## src/rtl/frame_update_scheduler.sv

```systemverilog
// Purpose: runs a batch of game-object update engines, one at a time, inside vertical blanking.
// Latency: window opens 2 cycles after the first blanking pixel; each skipped client costs 1 cycle.
// Backpressure: a client holds the window until its done or a timeout; active video aborts the batch.
module frame_update_scheduler #(
   parameter int N_CLIENTS      = 4,
   parameter int V_BLANK_START  = 515,
   parameter int V_ACTIVE_START = 35,
   parameter int TIMEOUT_CYCLES = 4096,
   parameter int FRAME_CNT_W    = 16
) (
   input  logic                   CLK,
   input  logic                   RESET,
   input  logic [9:0]             H_COUNT,
   input  logic [9:0]             V_COUNT,
   input  logic [N_CLIENTS-1:0]   CLIENT_EN,
   input  logic [N_CLIENTS-1:0]   CLIENT_DONE,
   output logic [N_CLIENTS-1:0]   CLIENT_START,
   output logic [N_CLIENTS-1:0]   CLIENT_GRANT,
   output logic                   BUSY,
   output logic [N_CLIENTS-1:0]   TIMEOUT_FLAGS,
   output logic                   OVERRUN,
   output logic [FRAME_CNT_W-1:0] FRAME_CNT
);

   localparam int IDX_W = $clog2(N_CLIENTS + 1);
   localparam int CNT_W = $clog2(TIMEOUT_CYCLES);

   localparam logic [9:0]       V_OPEN   = 10'(V_BLANK_START);
   localparam logic [9:0]       V_CLOSE  = 10'(V_ACTIVE_START);
   localparam logic [IDX_W-1:0] IDX_END  = IDX_W'(N_CLIENTS);
   localparam logic [CNT_W-1:0] CNT_LAST = CNT_W'(TIMEOUT_CYCLES - 1);

   typedef enum logic [2:0] {IDLE, SELECT, START, WAIT, DONE} state_t;

   state_t                 state_q, state_n;
   logic [IDX_W-1:0]       idx_q, idx_n;
   logic [CNT_W-1:0]       cnt_q, cnt_n;
   logic [N_CLIENTS-1:0]   flags_n;
   logic                   ovr_n;
   logic [FRAME_CNT_W-1:0] frame_n;
   logic                   trig_q, trig_prev;
   logic                   trig_pulse, close_win;
   logic [N_CLIENTS-1:0]   sel_vec;
   logic                   en_sel, done_sel;

   function automatic logic [N_CLIENTS-1:0] idx_dec(input logic [IDX_W-1:0] i);
      logic [N_CLIENTS-1:0] v;
      for (int k = 0; k < N_CLIENTS; k++) begin
         v[k] = (i == IDX_W'(k));
      end
      return v;
   endfunction

   // The index runs one past the last client, so per-client bits are picked
   // through the decoder rather than by direct indexing.
   assign sel_vec    = idx_dec(idx_q);
   assign en_sel     = |(CLIENT_EN & sel_vec);
   assign done_sel   = |(CLIENT_DONE & sel_vec);
   assign trig_pulse = trig_q & ~trig_prev;
   assign close_win  = (V_COUNT == V_CLOSE);

   // Next-state logic; the timeout counter counts every granted cycle from START onward.
   always_comb begin
      state_n = state_q;
      idx_n   = idx_q;
      cnt_n   = cnt_q;
      flags_n = TIMEOUT_FLAGS;
      ovr_n   = OVERRUN;
      frame_n = FRAME_CNT;
      case (state_q)
         IDLE: begin
            if (trig_pulse) begin
               state_n = SELECT;
               idx_n   = '0;
            end
         end
         SELECT: begin
            if (idx_q == IDX_END) begin
               state_n = DONE;
            end else if (!en_sel) begin
               idx_n = idx_q + 1'b1;
            end else begin
               state_n = START;
               cnt_n   = '0;
            end
         end
         START: begin
            cnt_n   = cnt_q + 1'b1;
            state_n = WAIT;
         end
         WAIT: begin
            if (done_sel) begin
               idx_n   = idx_q + 1'b1;
               state_n = SELECT;
            end else if (cnt_q == CNT_LAST) begin
               flags_n = TIMEOUT_FLAGS | sel_vec;
               idx_n   = idx_q + 1'b1;
               state_n = SELECT;
            end else begin
               cnt_n = cnt_q + 1'b1;
            end
         end
         DONE: begin
            frame_n = FRAME_CNT + 1'b1;
            state_n = IDLE;
         end
         default: state_n = IDLE;
      endcase
      // Active video returning beats any done, timeout or batch completion.
      if (close_win && state_q != IDLE) begin
         state_n = IDLE;
         ovr_n   = 1'b1;
         flags_n = TIMEOUT_FLAGS;
         frame_n = FRAME_CNT;
      end
   end

   // State, trigger edge detector and outputs, all registered from the next state.
   always_ff @(posedge CLK) begin
      if (RESET) begin
         state_q       <= IDLE;
         idx_q         <= '0;
         cnt_q         <= '0;
         trig_q        <= 1'b0;
         trig_prev     <= 1'b0;
         CLIENT_START  <= '0;
         CLIENT_GRANT  <= '0;
         BUSY          <= 1'b0;
         TIMEOUT_FLAGS <= '0;
         OVERRUN       <= 1'b0;
         FRAME_CNT     <= '0;
      end else begin
         state_q       <= state_n;
         idx_q         <= idx_n;
         cnt_q         <= cnt_n;
         trig_q        <= (V_COUNT == V_OPEN) && (H_COUNT == 10'd0);
         trig_prev     <= trig_q;
         CLIENT_START  <= (state_n == START) ? idx_dec(idx_n) : '0;
         CLIENT_GRANT  <= (state_n == START || state_n == WAIT) ? idx_dec(idx_n) : '0;
         BUSY          <= (state_n != IDLE);
         TIMEOUT_FLAGS <= flags_n;
         OVERRUN       <= ovr_n;
         FRAME_CNT     <= frame_n;
      end
   end

endmodule
```

## config.mk

```make
export PLATFORM = sky130hd
export DESIGN_NAME = frame_update_scheduler
export DESIGN_NICKNAME = d
export VERILOG_FILES = /design/src/rtl/frame_update_scheduler.sv
export SDC_FILE = /design/constraint.sdc
export NUM_CORES = 1
export LEC_CHECK = 0
export BUFFER_PORTS_ARGS = -buffer_cell sky130_fd_sc_hd__buf_2
export CAP_MARGIN = 15
export CORE_UTILIZATION = 47
export DETAILED_ROUTE_END_ITERATION = 7
export GPL_TIMING_DRIVEN = 0
export PLACE_DENSITY_LB_ADDON = 0.1
export SYNTH_ARGS = -nofsm -noshare
export SYNTH_HDL_FRONTEND = slang
export SYNTH_SLANG_ARGS = --single-unit
```

## constraint.sdc

```tcl
create_clock -name CLK -period 2.2 [get_ports CLK]
set_input_delay 0.55 -clock CLK [delete_from_list [all_inputs] [get_ports CLK]]
set_output_delay 0.55 -clock CLK [all_outputs]
set_load 0.05 [all_outputs]
```

==> results of run 1 <==
==> worst max-delay path, cell delays in order, from the launching register on <==
cell and delay [ps]:
sky130_fd_sc_hd__dfxtp_4 400, sky130_fd_sc_hd__inv_4 60, sky130_fd_sc_hd__ha_4 160, sky130_fd_sc_hd__a22o_4 250, sky130_fd_sc_hd__a211oi_4 260, sky130_fd_sc_hd__a21boi_2 90, sky130_fd_sc_hd__o21a_1 220, sky130_fd_sc_hd__buf_6 140
sky130_fd_sc_hd__or4_1 460, sky130_fd_sc_hd__a21oi_1 140
==> cell usage after synthesis (2+ instances only) <==
cell type,count
sky130_fd_sc_hd__inv_1,9
sky130_fd_sc_hd__nand4_1,7
sky130_fd_sc_hd__dfxtp_1,50
sky130_fd_sc_hd__or4_1,3
sky130_fd_sc_hd__nor2b_1,2
sky130_fd_sc_hd__nor2_1,26
sky130_fd_sc_hd__nand3b_1,2
sky130_fd_sc_hd__a31oi_1,2
sky130_fd_sc_hd__and4_1,2
sky130_fd_sc_hd__nand2b_1,5
sky130_fd_sc_hd__ha_1,7
sky130_fd_sc_hd__nand2_1,17
sky130_fd_sc_hd__nand4_2,2
sky130_fd_sc_hd__o211ai_1,2
sky130_fd_sc_hd__o31ai_1,2
sky130_fd_sc_hd__nor3_1,10
sky130_fd_sc_hd__clkbuf_1,4
sky130_fd_sc_hd__xor2_1,4
sky130_fd_sc_hd__a22o_1,2
sky130_fd_sc_hd__xnor2_1,7
sky130_fd_sc_hd__o21ai_0,16
sky130_fd_sc_hd__or3_1,14
sky130_fd_sc_hd__nor3b_1,2
sky130_fd_sc_hd__nor4_1,9
sky130_fd_sc_hd__a21oi_1,23
sky130_fd_sc_hd__o21a_1,2
sky130_fd_sc_hd__a22oi_1,2
sky130_fd_sc_hd__buf_2,3
sky130_fd_sc_hd__and2_1,5
sky130_fd_sc_hd__nand3_1,8
==> cells by family (layout without fill, tap and decap cells) <==
group           count (synthesis)  in the layout  share of synthesized area [%]
simple gates                  119            119                           28.1
compound gates                 60             60                           17.0
flops                          50             50                           42.9
buf+inv                        19             97                           3.70
xor+xnor                       11             11                           4.13
fa+ha+maj                       7              7                           3.75
mux                             1              1                          0.429
==> per-stage QoR <==
stage | utilization, % | total power [uW] | hold WS (ps) | setup slack [ps] | setup TNS, ps
after CTS | 62.4 | 1630 | 468 | -45.8 | -160
after detailed placement | 57.3 | 1000 | 455 | -253 | -4420
after global placement | 57.3 | 1000 | 446 | -256 | -4340
final | 64.4 | 1620 | 470 | -40.4 | -40.4
after global routing | 64.4 | 1680 | 493 | -148 | -999
after floorplan | - | 966 | 429 | -7.36 | -7.36
==> flip-flops by register name, summed over array words and instances (netlist names), 3 cells and up <==
| name | flops |
|---|---|
| CLIENT_GRANT | 4 |
| CLIENT_START | 4 |
| FRAME_CNT | 16 |
| TIMEOUT_FLAGS | 4 |
| cnt_q | 12 |
| idx_q | 3 |
| state_q | 3 |
==> where the power goes <==
group          internal, uW  total (uW)  switching, uW
registers               904         905           1.42
clock network           340         630            290
logic                  38.7        86.0           47.3
==> layout make-up <==
class | count | share of cell area [%]
Buffer | 10 | 1.84
Multi-Input combinational cell | 198 | 45.4
Clock inverter | 1 | 0.980
Inverter | 9 | 1.18
Tap cell | 67 | 2.74
Clock buffer | 7 | 2.49
Timing Repair Buffer | 70 | 12.4
Sequential cell | 50 | 33.0
==> worst max-delay path by stage <==
stage / start / end / slack (ps)
after CTS: idx_q[1] / cnt_q[5] / -50
after global placement: V_COUNT[3] / BUSY / -260
after detailed placement: V_COUNT[3] / BUSY / -250
after global routing: idx_q[1] / CLIENT_START[1] / -150
final: idx_q[1] / cnt_q[5] / -40
after floorplan: idx_q[0] / cnt_q[5] / -7
==> routing by layer <==
metal,up-vias,global-route usage (%),share of wire (%),wire (microns)
met5,-,0,0,0
met4,0,6.97,1.7,92
met3,9,4.86,5.3,294
met2,73,34.7,48,2690
met1,1040,27.2,45,2500
li1,1124,-,-,-
==> repair_timing <==
action | 4_1_cts | 5_1_grt
cloned | 1 | 0
pin swaps | 7 | 8
buffers inserted | 7 | 3
endpoints found under the setup margin | 20 | 29
gates resized for setup | 20 | 13
hold buffers | 0 | 0
==> key figures, run 1 <==
Final layout
  • Storage cell area: roughly 0.0010 sq mm
  • Non-filler instance count after layout: slightly above 400
  • Most used cells in the layout excluding fill and tap cells: 63 x sky130_fd_sc_hd__buf_2, 47 x sky130_fd_sc_hd__dfxtp_1, 25 x sky130_fd_sc_hd__nor2_1, 23 x sky130_fd_sc_hd__a21oi_1, 16 x sky130_fd_sc_hd__nand2_1
  • Design Area, Final: 0.00306 sq mm
  • Area growth syn-to-layout: 31.2%
  • Commonest non-fill, non-tap cell in the layout: sky130_fd_sc_hd__buf_2
  • Fraction of layout cells with a size suffix above 1: ~32%
  • Fill cells: 422
  • Inserted Diodes: 0
  • Number of nets at the end of the flow: about 380
  • Combined area of the multi-input logic cells: 0.00139 sq mm

Die
  • Area of the core: roughly 0.0048 sq mm
  • Horizontal die dimension: 72.5 microns
  • Number of rows in the core area: 25
  • Number of top-level design ports: 60
  • Die extent in y: ~72 microns
  • Die area: ~0.0053 sq mm
  • Starting density of the core: between 40% and 50%

STA
  • RSZ-0062 raised after global routing: true
  • Setup skew after layout: ~5.0 ps
  • Number of max-slew violations in the final report: 0
  • Least-Margin Pin Slew: 539 ps
  • Number of endpoints failing setup at the final stage: 1
  • Share of the clock period used by the worst path after layout: 102%
  • Max Freq: between 400 and 500 MHz
  • Final setup slack of the worst path: -40.4 ps
  • Min Clock Period, post-route: ~2200 ps
  • Headroom to the max-slew limit: between 60% and 70%
  • Number of endpoints with negative hold slack in the final report: 0

Clock network
  • CTS Buf Count: 5
  • Clock network latency to the later pin of the worst-skew pair: 300 ps
  • Clock tree from TritonCTS: done
  • Root buf cell: sky130_fd_sc_hd__clkbuf_8
  • Clock-pin slew on the worst setup and hold paths: approximately 90 ps
  • Maximum count of clock buffers along a single path: 2
  • H-tree level count: 2
  • Sink count of the clock tree: 50

Placed design
  • Port buffer count: 59
  • Post-placement cell count: a little under 400
  • Placed cell area: 0.00272 sq mm
  • Final HPWL from detailed placement: roughly 3.7 mm
  • Placer congestion estimate: between 0.7 and 0.8

Yosys
  • Number of warnings issued by yosys: 0
  • Post-synth top flop: sky130_fd_sc_hd__dfxtp_1
  • Mean Syn Cell Area: 8.74 sq um
  • Synth top area cells: sky130_fd_sc_hd__dfxtp_1 43%, sky130_fd_sc_hd__a21oi_1 4.9%, sky130_fd_sc_hd__nor2_1 4.2%
  • Mapped Cells: about 270
  • Number of enable-type register cells in the synthesized netlist: 0
  • Number of library cell types mapped by synthesis: 48
  • Synth top area share: 42.9%
  • Synthesis-stage register bit count: 50
  • Sequential-to-total area share from yosys stat: between 40% and 50%
  • Biggest area consumer among synthesized cells: sky130_fd_sc_hd__dfxtp_1
  • Cell area after synthesis: between 0.002 and 0.0025 sq mm
  • Number of nets produced by synthesis: about 300
  • Asr flop ratio synth: 0%

Setup path
  • Capturing point of the worst reg2reg path: cnt_q[5]
  • Type of the worst setup path: register to register
  • Crit-path max FO: 5
  • Required @ worst endpoint: around 2400 ps
  • Startpoint kind of the worst setup timing path: register
  • Worst reg2reg startpoint: idx_q[1]
  • Reg-to-reg slack, setup: -40 ps
  • Depth of the worst register-to-register path: 9
  • Arrival time at the worst endpoint: 2470 ps
  • Critical path endpoint category: register

Outcome
  • Failing checks: setup timing
  • Status: complete, but fails checks

GRT
  • Largest net degree at the start of global routing: 15
  • Via count of the first global-routing pass: a little under 2000
  • First-pass GRT wire length: a little under 9 mm
  • Total global routing overflow: 0
  • Total global-route track usage: between 20% and 30%
  • Number of antenna violations at the first check in global routing: 0

Worst hold path
  • Min-delay worst type: register to register
  • Hold Path End: trig_prev
  • Number of stages on the worst hold path: 1
  • Start point of the worst min-delay path: trig_q

Detailed routing
  • Detailed-route wire length: between 5 and 6 mm
  • Drt first pass iters: 4
  • Average routed wire per standard cell: about 14 microns
  • DRC: 0
  • Number of nets with antenna violations after routing: 0
  • DRC violation total after the first TritonRoute iteration: between 150 and 200
  • Total vias in the final route: between 2000 and 2500
  • Vias per Instance: around 5.5

Run
  • Max-cap violations: 0

Power
  • Total power per unit cell area: 529 mW/mm^2
  • Peak supply drop: 270 uV
  • Leakage power summed over all cells: 0.00119 uW
Note: power is estimated with default switching activity, not from simulation.
==> inputs of run 2 (changes only) <==
- CORE_UTILIZATION: 47 -> 24
- PLACE_DENSITY: unset -> 0.44
- PLACE_DENSITY_LB_ADDON: 0.1 -> unset
==> run 2 against run 1 <==
Compared with the run above: hold slack better by 6.6 ps; critical path depth is the same; first-iteration DRC count is 40% lower; global-route usage shrank 8.9 points; maximum frequency fell by 2.3%; largest cell class unchanged; wire length is 13% higher; via count fell by 1.3%; clock power about the same; combinational power grew 6.3%; the run still ends with setup timing left; non-clock buffer count increased by 1; clock-buffer cell count rose by 1; sequential share of layout area decreased by 2.0 points.
==> key figures, run 2 (synthesis results as in run 1) <==
STA
  • Final-layout worst hold slack: 477 ps (+6.65 ps)
  • Setup skew after layout: 7.42 ps (+2.44 ps)
  • Number of endpoints with negative hold slack in the final report: 0 (unchanged)
  • Final setup slack of the worst path: -92.3 ps (-51.9 ps)
  • RSZ-0062 raised after global routing: true
  • Share of the clock period used by the worst path after layout: 104% (+2.4 points)
  • Headroom to the max-slew limit: 62.9% (-0.24 points)
  • Number of max-slew violations in the final report: 0 (unchanged)
  • Min Clock Period, post-route: 2290 ps (+51.9 ps)
  • Max Freq: 436 MHz (-2.3%)
  • Number of endpoints failing setup at the final stage: 3 (+2)
  • Least-Margin Pin Slew: 557 ps (+17.6 ps)

Clock network
  • CTS Buf Count: 5 (unchanged)
  • Number of hold buffers added after CTS: 0 (unchanged)
  • Clock-pin slew on the worst setup and hold paths: 90 ps (about the same)
  • Maximum count of clock buffers along a single path: 2 (unchanged)
  • Clock network latency to the later pin of the worst-skew pair: 310 ps (about the same)
  • Sink count of the clock tree: 50 (unchanged)
  • Root buf cell: sky130_fd_sc_hd__clkbuf_8
  • Clock tree from TritonCTS: done
  • H-tree level count: 2 (unchanged)

GRT
  • Largest net degree at the start of global routing: 15 (unchanged)
  • Via count of the first global-routing pass: 2095 (+8.8%)
  • Number of antenna violations at the first check in global routing: 0 (unchanged)
  • First-pass GRT wire length: 9.85 mm (+14%)
  • Total global-route track usage: 12.2% (-8.9 points)
  • Total global routing overflow: 0 (unchanged)

Die
  • Die area: 0.0101 sq mm (+93%)
  • Starting density of the core: 25.0% (-24 points)
  • Area of the core: 0.00933 sq mm (+96%)
  • Die extent in y: 101 microns (+39%)
  • Number of top-level design ports: 60 (unchanged)
  • Number of rows in the core area: 35 (+40%)
  • Horizontal die dimension: 101 microns (+39%)

Detailed routing
  • Average routed wire per standard cell: 13.2 microns (-2.3%)
  • DRC violation total after the first TritonRoute iteration: 113 (-40%)
  • Drt first pass iters: 4 (unchanged)
  • Detailed-route wire length: 6.28 mm (+13%)
  • Vias per Instance: 4.67 (-14%)
  • Total vias in the final route: 2216 (-1.3%)
  • DRC: 0 (unchanged)
  • Number of nets with antenna violations after routing: 0 (unchanged)

Setup path
  • Reg-to-reg slack, setup: -90 ps (-50 ps)
  • Beginning of the critical path: idx_q[1]
  • Capturing point of the worst reg2reg path: cnt_q[5]
  • Slowest cell delay on critical path: 460 ps (about the same)
  • Startpoint kind of the worst setup timing path: register
  • Type of the worst setup path: register to register
  • Critical path endpoint category: register
  • Depth of the worst register-to-register path: 9 (unchanged)
  • Required @ worst endpoint: 2440 ps (about the same)
  • Critical path's slowest cell: sky130_fd_sc_hd__or4_4
  • Crit-path max FO: 5 (unchanged)
  • Arrival time at the worst endpoint: 2530 ps (+60 ps)
  • Worst reg2reg startpoint: idx_q[1]
  • Worst setup endpoint: cnt_q[5]
  • Cells traversed along the worst timing path: inv_4 > ha_4 > a22o_4 > a211oi_4 > a21boi_2 > o21a_2 > buf_6 > or4_4 > a21oi_1

Final layout
  • Fill cells: 998 (+140%)
  • Number of nets at the end of the flow: 382 (+0.26%)
  • Max FFs per register: 16 (unchanged)
  • Commonest non-fill, non-tap cell in the layout: sky130_fd_sc_hd__buf_2
  • Fraction of layout cells with a size suffix above 1: 36.4% (+4.2 points)
  • Area growth syn-to-layout: 39.6%
  • Register with the highest flop count: FRAME_CNT
  • Leading registers by flop count: FRAME_CNT (16), cnt_q (12)
  • Inserted Diodes: 0 (unchanged)
  • Utilization after layout: 34.9% (-30 points)
  • Most used cells in the layout excluding fill and tap cells: 62 x sky130_fd_sc_hd__buf_2, 48 x sky130_fd_sc_hd__dfxtp_1, 25 x sky130_fd_sc_hd__nor2_1, 21 x sky130_fd_sc_hd__a21oi_1, 16 x sky130_fd_sc_hd__nand2_1

Worst hold path
  • Min-delay worst type: register to register

Power
  • Leakage power summed over all cells: 0.00121 uW (+2.1%)
  • Peak supply drop: 225 uV (-17%)
  • Total power per unit cell area: 500 mW/mm^2 (-5.5%)

Placed design
  • Port buffer count: 59 (unchanged)
  • Final HPWL from detailed placement: 4.38 mm (+19%)
  • Placer congestion estimate: 0.736 (-3.0%)

Outcome
  • Status: complete, but fails checks
  • Failing checks: setup timing

Run
  • Max-cap violations: 0 (unchanged)
## run 2: cell types whose count changed in the layout (fill, tap and decap cells not counted), sizes merged
cell	previous run	this run
bufinv	1	0
buf	76	77
clkbuf	11	12
## run 2: how the worst min path moves through the flow
| stage | start | endpoint | cells after the start |
|---|---|---|---|
| 6_report | TIMEOUT_FLAGS[0] | TIMEOUT_FLAGS[0] | 2 |
| 3_5_place_dp | TIMEOUT_FLAGS[0] | TIMEOUT_FLAGS[0] | 2 |
| 4_1_cts | RESET | state_q[2] | 2 |
| 2_1_floorplan | trig_q | trig_prev | 1 |
| 5_1_grt | RESET | state_q[2] | 2 |
| 3_3_place_gp | TIMEOUT_FLAGS[3] | TIMEOUT_FLAGS[3] | 2 |
## run 2: routing by layer
layer  vias to the layer above  track usage [%]  wire length, microns
met2                        52             19.9                  2890
met3                         6             3.33                   339
li1                       1123                -                     -
met1                      1035             16.0                  3000
met4                         0             3.01                    48
met5                         -                0                     0
## run 2: what timing repair did
item | CTS | global route
endpoints found under the hold margin | 0 | 0
pin swaps | 8 | 19
buffers inserted | 5 | 7
gates resized for setup | 15 | 42
gates cloned | 0 | 1
endpoints found under the setup margin | 24 | 26
## run 2: final cells by class
| type | count | area (sq um) | share of cell area [%] |
|---|---|---|---|
| inverters | 9 | 38.8 | 1.19 |
| plain buffers | 10 | 56.3 | 1.73 |
| multi-input cells | 198 | 1490 | 45.8 |
| repair buffers | 71 | 393 | 12.1 |
| flip-flops and latches | 50 | 1010 | 30.9 |
| clock buffers | 8 | 110 | 3.38 |
| well taps | 129 | 161 | 4.95 |
## run 2: power by group
part | switching (uW) | internal [uW]
Clock | 314 | 318
Combinational | 50.7 | 40.7
Sequential | 1.54 | 904
## run 2: per-stage QoR
stage	setup WS, ps	power, uW	cell area [sq um]	TNS [ps]	cells
detailed placement	-283	1010	2800	-5730	455
floorplan	-7.36	966	2340	-7.36	267
global route	-184	1700	3260	-1000	475
CTS	-90.0	1650	3000	-396	468
finish	-92.3	1630	3260	-95.3	475
global placement	-263	1010	2800	-5680	455
## run 2: critical path: cells and delay by family (launching register included)
family                     cells  cell delay (ps)
buffers and inverters          2              180
adders and majority gates      1              150
AOI/OAI and AO/OA              5             1010
and+or+nand+nor                1              460
DFF                            1              410
